--- config.mk ---
export PLATFORM = sky130hd
export DESIGN_NAME = sprite_pos_ctrl
export DESIGN_NICKNAME = d
export VERILOG_FILES = /design/src/rtl/vga_pkg.sv /design/src/rtl/axis_clamp.sv /design/src/rtl/sprite_pos_ctrl.sv
export SDC_FILE = /design/constraint.sdc
export NUM_CORES = 1
export LEC_CHECK = 0
export CAP_MARGIN = 20
export CORE_ASPECT_RATIO = 1.5
export CORE_MARGIN = 4
export CORE_UTILIZATION = 52
export CTS_BUF_LIST = sky130_fd_sc_hd__clkbuf_4 sky130_fd_sc_hd__clkbuf_8
export CTS_CLUSTER_DIAMETER = 40
export DETAILED_ROUTE_END_ITERATION = 12
export DONT_BUFFER_PORTS = 1
export PLACE_DENSITY_LB_ADDON = 0.05
export SETUP_SLACK_MARGIN = 0.4
export SLEW_MARGIN = 20
export SYNTH_ARGS = -nofsm -noshare
export SYNTH_HDL_FRONTEND = slang
export SYNTH_SLANG_ARGS = --single-unit
--- constraint.sdc ---
create_clock -name clk -period 2.4 [get_ports clk]
set_clock_uncertainty 0.05 [all_clocks]
set_input_delay 0.36 -clock clk [delete_from_list [all_inputs] [get_ports clk]]
set_output_delay 0.36 -clock clk [all_outputs]
set_load 0.05 [all_outputs]
--- src/rtl/vga_pkg.sv ---
// Shared VGA constants, button direction encodings and the sprite controller state type.
package vga_pkg;

  localparam int H_ACTIVE = 640;
  localparam int V_ACTIVE = 480;

  // Same encoding as the button direction memory block
  typedef enum logic [1:0] {
    DIR_UP    = 2'b00,
    DIR_DOWN  = 2'b01,
    DIR_LEFT  = 2'b10,
    DIR_RIGHT = 2'b11
  } dir_e;

  typedef enum logic [1:0] {
    S_IDLE   = 2'b00,
    S_WAIT   = 2'b01,
    S_UPDATE = 2'b10
  } state_e;

endpackage

--- src/rtl/axis_clamp.sv ---
// Combinational one-axis step: moves pos by speed toward 0 or max and clamps at either end.
module axis_clamp #(
  parameter int W   = 10,
  parameter int MAX = 608
) (
  input  logic [W-1:0] pos,
  input  logic [3:0]   speed,
  input  logic         dir_neg,
  output logic [W-1:0] new_pos,
  output logic         clamped
);

  logic [10:0] pos_w;
  logic [10:0] spd_w;
  logic [10:0] sum_w;

  always_comb begin
    // NOTE: every output gets a default first so no path through the block infers a latch.
    new_pos = pos;
    clamped = 1'b0;
    pos_w   = 11'(pos);
    spd_w   = 11'(speed);
    sum_w   = pos_w + spd_w;
    if (dir_neg) begin
      if (spd_w > pos_w) begin
        new_pos = '0;
        clamped = 1'b1;
      end else begin
        new_pos = W'(pos_w - spd_w);
      end
    end else begin
      if (sum_w > 11'(MAX)) begin
        new_pos = W'(MAX);
        clamped = 1'b1;
      end else begin
        new_pos = W'(sum_w);
      end
    end
  end

endmodule

--- src/rtl/sprite_pos_ctrl.sv ---
// Steps a square sprite once every FRAME_DIV frame ticks in the latched button direction,
// clamping at the screen edges; all position changes happen in vertical blanking.
module sprite_pos_ctrl #(
  parameter int H_ACTIVE  = vga_pkg::H_ACTIVE,
  parameter int V_ACTIVE  = vga_pkg::V_ACTIVE,
  parameter int BOX_W     = 32,
  parameter int BOX_H     = 32,
  parameter int FRAME_DIV = 1
) (
  input  logic       clk,
  input  logic       rst,
  input  logic       frame_tick,
  input  logic [1:0] pressed,
  input  logic       move_en,
  input  logic       recenter,
  input  logic [3:0] speed,
  output logic [9:0] box_x,
  output logic [8:0] box_y,
  output logic       edge_hit
);

  import vga_pkg::*;

  localparam int          X_MAX    = H_ACTIVE - BOX_W;
  localparam int          Y_MAX    = V_ACTIVE - BOX_H;
  localparam logic [9:0]  X_CENTRE = 10'(X_MAX / 2);
  localparam logic [8:0]  Y_CENTRE = 9'(Y_MAX / 2);
  localparam logic [8:0]  DIV      = 9'(FRAME_DIV);
  localparam logic [8:0]  DIV_M1   = 9'(FRAME_DIV - 1);

  state_e     state;
  logic [8:0] cnt;
  dir_e       dir_q;
  logic [3:0] speed_q;

  logic [9:0] x_next;
  logic [8:0] y_next;
  logic       x_clamped;
  logic       y_clamped;
  logic       x_axis;
  logic       fire;

  axis_clamp #(.W(10), .MAX(X_MAX)) u_x_clamp (
    .pos     (box_x),
    .speed   (speed_q),
    .dir_neg (dir_q == DIR_LEFT),
    .new_pos (x_next),
    .clamped (x_clamped)
  );

  axis_clamp #(.W(9), .MAX(Y_MAX)) u_y_clamp (
    .pos     (box_y),
    .speed   (speed_q),
    .dir_neg (dir_q == DIR_UP),
    .new_pos (y_next),
    .clamped (y_clamped)
  );

  assign x_axis = (dir_q == DIR_LEFT) || (dir_q == DIR_RIGHT);

  // A tick seen during S_UPDATE can leave cnt at DIV; that owed step fires without a new tick.
  assign fire = (cnt >= DIV) || (frame_tick && (cnt == DIV_M1));

  always_ff @(posedge clk or posedge rst) begin
    if (rst) begin
      // NOTE: nonblocking assignments for all state so every register samples pre-edge values.
      state    <= S_IDLE;
      cnt      <= '0;
      dir_q    <= DIR_UP;
      speed_q  <= '0;
      box_x    <= X_CENTRE;
      box_y    <= Y_CENTRE;
      edge_hit <= 1'b0;
    end else if (recenter) begin
      box_x    <= X_CENTRE;
      box_y    <= Y_CENTRE;
      cnt      <= '0;
      edge_hit <= 1'b0;
      state    <= move_en ? S_WAIT : S_IDLE;
    end else begin
      edge_hit <= 1'b0;
      case (state)
        S_IDLE: begin
          cnt <= '0;
          if (move_en) state <= S_WAIT;
        end
        S_WAIT: begin
          if (!move_en) begin
            state <= S_IDLE;
            cnt   <= '0;
          end else if (fire) begin
            cnt     <= '0;
            dir_q   <= dir_e'(pressed);
            speed_q <= speed;
            state   <= S_UPDATE;
          end else if (frame_tick) begin
            cnt <= cnt + 9'd1;
          end
        end
        S_UPDATE: begin
          if (x_axis) begin
            box_x    <= x_next;
            edge_hit <= x_clamped;
          end else begin
            box_y    <= y_next;
            edge_hit <= y_clamped;
          end
          if (!move_en) begin
            state <= S_IDLE;
            cnt   <= '0;
          end else begin
            state <= S_WAIT;
            if (frame_tick) cnt <= cnt + 9'd1;
          end
        end
        default: state <= S_IDLE;
      endcase
    end
  end

endmodule

# --- Word-level counts from Yosys, hierarchy flattened ---
# Index checks and enable logic that the tools add are counted.
totals:
  out_inout_bits: 20
  elab_cells: 71
  n_memories: 0
  mem_bits_ro: 0
  latch_bits: 0
  reg_bits: 37
  in_bits: 11
  mem_bits_rw: 0
op_classes:
  order_cmp: 5
  multipliers: 0
  addsub: 5
  eq_ne: 7
  n_shift: 0
  n_bitwise: 1
  n_div: 0
  muxes: 33
  reduce_logical: 13
ops:
  columns: ["op", "count"]
  rows:
  - ["9-bit 2-to-1 mux", 11]
  - ["10-bit 2-to-1 mux", 6]
  - ["9-bit one-hot mux with 3 select lines", 1]
  - ["10-bit by 4-bit adder with 11-bit output", 1]
  - ["11-bit by 10-bit greater-than comparator with 1-bit output (second input constant)", 1]
  - ["11-bit by 9-bit greater-than comparator with 1-bit output (second input constant)", 1]
  - ["9-bit by 4-bit adder with 10-bit output", 1]
  - ["4-bit by 10-bit greater-than comparator with 1-bit output", 1]
  - ["1-bit 2-to-1 mux", 10]
  - ["10-bit by 4-bit subtractor with 10-bit output", 1]
  - ["9-bit by 1-bit adder with 9-bit output (second input constant)", 1]
  - ["9-bit by 1-bit >= comparator with 1-bit output (second input constant)", 1]
  - ["4-bit by 9-bit greater-than comparator with 1-bit output", 1]
  - ["9-bit logical NOT", 1]
  - ["9-bit by 4-bit subtractor with 9-bit output", 1]
  - ["2-bit 2-to-1 mux", 4]
  - ["2-bit equality test (second input constant)", 3]
  - ["2-bit one-hot mux with 3 select lines", 1]
  - ["2-bit AND reduction", 3]
  - ["2-bit logical NOT", 2]
  - ["4-bit != test (second input constant)", 1]
  - ["4-bit AND reduction", 1]
  - ["2-bit nonzero test", 2]
  - ["4-bit nonzero test", 1]
  - ["6 further kinds", 7]

# --- Longest topological paths before layout ---
logic_depth:
  ltp_word: 7
  mapped_depth: 11
  depth_no_buf: 11

# --- By module ---
# Synthesis repeated with hierarchy kept, for this count alone.
hier_totals:
  cells_unflattened: 451
  hier_area_um2: 3714.8
modules_own_cells:
  columns: ["module", "area_per_inst_um2", "cells_per_inst", "seq_area_each_um2", "n_inst"]
  rows:
  - ["sprite_pos_ctrl", 1844.3, 192, 933.4, 1]
  - ["axis_clamp at u_x_clamp", 1051.0, 144, 0.0, 1]
  - ["axis_clamp at u_y_clamp", 819.5, 115, 0.0, 1]

# --- Least setup slack after synthesis ---
# No wires, ideal clock.
synth_path:
  path_kind: "register to register"
  from: "register box_x[0]"
  to: "register box_x[9]"
  stages_incl_launch_ff: 11
  synth_period_minus_slack_ps: 2954
  setup_time_ps: 126
  required_time_ps: 2224
  setup_slack_ps: -554
  arrival_time_ps: 2778
  n_path_buf: 0
  path_cell_list: "dfrtp_1 > ha_1 > inv_1 > fa_1 > xnor2_1 > nand3_1 > nor3_1 > o21ai_0 > o311ai_1 > nand3_1 > a221o_1"
synth_via:
  elab_chain_cells: 7
  word_cells_on_any_way: 10
  cone_classes: "add/sub: 2; order compare: 2; mux: 6"
synth_rtl:
  columns: ["element", "line", "source"]
  rows:
  - ["start: declaration", "sprite_pos_ctrl.sv:17", "output logic [9:0] box_x,"]
  - ["start signal: assignment", "sprite_pos_ctrl.sv:102", "box_x <= x_next;"]
  - ["10-bit by 4-bit adder with 11-bit output", "axis_clamp.sv:23", "sum_w = pos_w + spd_w;"]
  - ["11-bit by 10-bit greater-than comparator with 1-bit output", "axis_clamp.sv:32", "if (sum_w > 11'(MAX)) begin"]
  - ["10-bit 2-to-1 mux", "axis_clamp.sv:32", null]
  - ["10-bit 2-to-1 mux (*)", "axis_clamp.sv:24", "if (dir_neg) begin"]
  - ["10-bit 2-to-1 mux (*)", "sprite_pos_ctrl.sv:101", "if (x_axis) begin"]
  - ["10-bit 2-to-1 mux (*)", "sprite_pos_ctrl.sv:82", "case (state)"]
  - ["10-bit 2-to-1 mux (*)", "sprite_pos_ctrl.sv:74", "end else if (recenter) begin"]
# Mark *: on every way between the ends. The rest lies on a longest branch, timed or not. The select of a mux whose other input is x is not followed.
# A chain may end at the register's enable or synchronous reset.

# --- Final worst setup path ---
layout_path:
  from: "register box_x[0]"
  to: "register box_x[0]"
# The elaborated chain is that of the path after synthesis.

==> impl_metrics.yaml <==
grt:
  grt_max_degree: 38
  grt_pass1_wl_mm: 16.83
  grt_overflow: 0
  grt_pass1_vias: 3552
  grt_use_total: 0.2811
  antenna_found_initial: 1
die:
  rows: 34
  die_area_sq_um: 7524
  die_height_microns: 104.3
  ios: 31
  die_w_microns: 72.17
  coreArea_sq_um: 5913
  initial_core_util: 0.5432
detailed_routing:
  vias: 3483
  firstDrtPassIters: 5
  wl_per_cell_microns: 19.08
  drt_wl_total_mm: 10.65
  drtAntennaViolNets: 0
  drt_iter0_drc: 197
  vias_per_cell: 6.242
  route.detailed.drc: 0
logic_synthesis:
  syn_nets: 437
  synth_area_leader_cell: "dfrtp_1"
  synth-async-reset-ratio: 1.000
  ys_types: 64
  synthTopCellsByCount: "38 x nor2_1, 37 x o21ai_0, 36 x nand2_1"
  ys_ff_latch: 37
  synthAdderAreaFrac: 0.1145
  syn-instance-count: 399
  synth_ff_type: "dfrtp_1"
  netlist_top_cells_area: "dfrtp_1 24%, ha_1 9.0%, o21ai_0 5.8%, dfstp_2 4.9%, nor2_1 4.4%"
  yosysSeqAreaShare: 0.2906
  synth.most_common_cell: "nor2_1"
  synth_compound_area_frac: 0.2466
  synth-edff-count: 0
  netlist_area_sq_um: 3212
  avgSynthCellArea_sq_um: 8.050
  synth-xor-area-share: 0.04090
  yosys.area.top_type_share: 0.2415
  yosys_warnings: 0
  synth_top_family_by_area: "compound AO/OA/AOI/OAI gates"
  synth_mux_area_frac: 0.02415
  yosys.area_share.simple: 0.2244
power_and_ir_drop:
  leakagePower_nw: 1.929
  swShare: 0.4196
  p_clk_frac: 0.155
  seq_power_share: 0.252
  p_switching_mw: 1.249
  peakVddDrop_mv: 0.5307
  power.total_mw: 2.977
  comb_power_share: 0.593
  power_density_nw_per_um2: 631.1
  p_int_mw: 1.728
placed_design:
  portBuffers: 0
  place_inst: 524
  gp_congestion: 0.8733
  post-dp-hpwl_mm: 7.033
  dp_slack_ns: -0.3306
critical_path:
  cp.required_ns: 2.58
  crit_type: "reg2reg"
  reg2regPathDepth: 11
  crit_arrival_ns: 2.86
  cp_max_fo: 4
  crit_path_start_kind: "flip-flop"
  cp-end-kind: "flip-flop"
clock_network:
  ctsHoldBuffers: 0
  clk_pin_slew_ns: 0.08
  cts.sinks: 37
  cts_tree: "built"
  clock_latency_ns: 0.29
  root_buffer: "clkbuf_8"
  cts_buffer_depth: 2
  cts_buffers: 5
  cts-htree-levels: 2
layout:
  area_growth_pct: 46.86
  final_cells: 558
  fin_nets: 522
  drive_gt1_frac: 0.4619
outcome:
  outcome: "complete, but fails checks"
  failed_checks: "setup timing"
timing:
  finalSetupTns_ns: -2.734
  min_period_ns: 2.682
  fin_crit_sh: 1.117
  rsz0062_at_grt: "true"
  fin_ws_ns: -0.2817
  slew_headroom: 0.5678
  max_slew.worst_pin.slew_ns: 0.6484
  holdWs_ns: 0.009312
  fmax_mhz: 372.9
  slew_viol_final: 0
  hold_violations: 0
  timing.final.setup_violations: 18
hold_path:
  hp-class: "in2async"
run:
  maxCapViolCount: 0
## worst max-delay path, cell delays in order, from the launching register on
cell and delay (ns):
dfrtp_2 0.43, ha_4 0.15, inv_2 0.04, fa_2 0.38, xnor2_1 0.19, nand3_1 0.14, nor3_4 0.21, nor3_1 0.12
o311ai_4 0.40, nand4_1 0.22, buf_6 0.19, o21ai_2 0.10
## power by group through the flow
stage | logic (mW) | clock network [mW] | registers (mW)
after floorplan | 0.762 | 0 | 0.803
after global placement | 1.29 | 0 | 0.746
after detailed placement | 1.32 | 0 | 0.751
after CTS | 1.61 | 0.466 | 0.750
after global routing | 1.88 | 0.494 | 0.759
final | 1.76 | 0.461 | 0.751
## kinds of logic after synthesis
kind of cell	Yosys count
buf+inv	47
xor+xnor	15
simple gates	147
compound gates	119
flops	37
fa+ha+maj	27
mux	7
## layout by cell type (no fill, tap or decap), types with 5 or more instances in the layout
cell,count
dfrtp_2,10
mux2_2,5
nand3_1,9
nor2b_1,7
nor2_1,34
clkbuf_8,5
o21ai_1,10
ha_4,9
buf_6,13
nand2_1,34
o21ai_0,22
dfrtp_1,21
nand2b_1,6
inv_1,19
inv_2,9
a21oi_1,17
dfstp_2,6
buf_4,83
o21ai_2,6
nor3_1,12
a21oi_2,5
xnor2_1,9
ha_1,10
## final cells by class
class                      count  area (sq um)
fill                         388          1196
multi-input combinational    316          2713
timing repair buffer          96         769.5
clock inverter                 2         15.01
antenna                        1         2.502
tap                           72         90.09
clock buffer                   6         76.32
sequential                    37         945.9
inverter                      28         105.1
## metrics by stage
| step | util | cell area [sq um] |
|---|---|---|
| floorplan | - | 3401 |
| global route | 0.7977 | 4717 |
| detailed placement | 0.6627 | 3919 |
| global placement | 0.6627 | 3919 |
| CTS | 0.7562 | 4472 |
| finish | 0.7977 | 4717 |
## registers in the layout (all words and copies together), names as in the netlist
register / count
box_x: 10
box_y: 9
cnt: 9
speed_q: 4
dir_q: 2
state: 2
edge_hit: 1
## timing repair
item | 4_1_cts | 5_1_grt
pin swaps | 25 | 14
gates resized for setup | 67 | 47
buffers inserted | 17 | 7
cloned | 1 | 0
endpoints found under the setup margin | 31 | 29
## worst paths after layout
path | start | endpoint | slack, ns
max in group asynchronous | rst | box_y[0]$_DFFE_PP0P_ | 1.90
hold / removal | rst | state[0]$_DFFE_PP0P_ | 0.009
hold reg to reg | cnt[3]$_DFFE_PP0P_ | cnt[3]$_DFFE_PP0P_ | 0.48
setup / recovery | box_x[0]$_DFFE_PP0P_ | box_x[0]$_DFFE_PP0P_ | -0.28
setup reg to reg | box_x[0]$_DFFE_PP0P_ | box_x[0]$_DFFE_PP0P_ | -0.28
min in group clk | recenter | state[1]$_DFFE_PP0P_ | 0.07
## metal layers
layer  vias up  wire (microns)  global-route usage
li1       1607               -                   -
met3        51             545             0.04352
met4         0             614              0.1653
met2       131            5738              0.4922
met5         -               0                   0
met1      1694            3746              0.3092
Note: power is estimated with default switching activity, not from simulation.
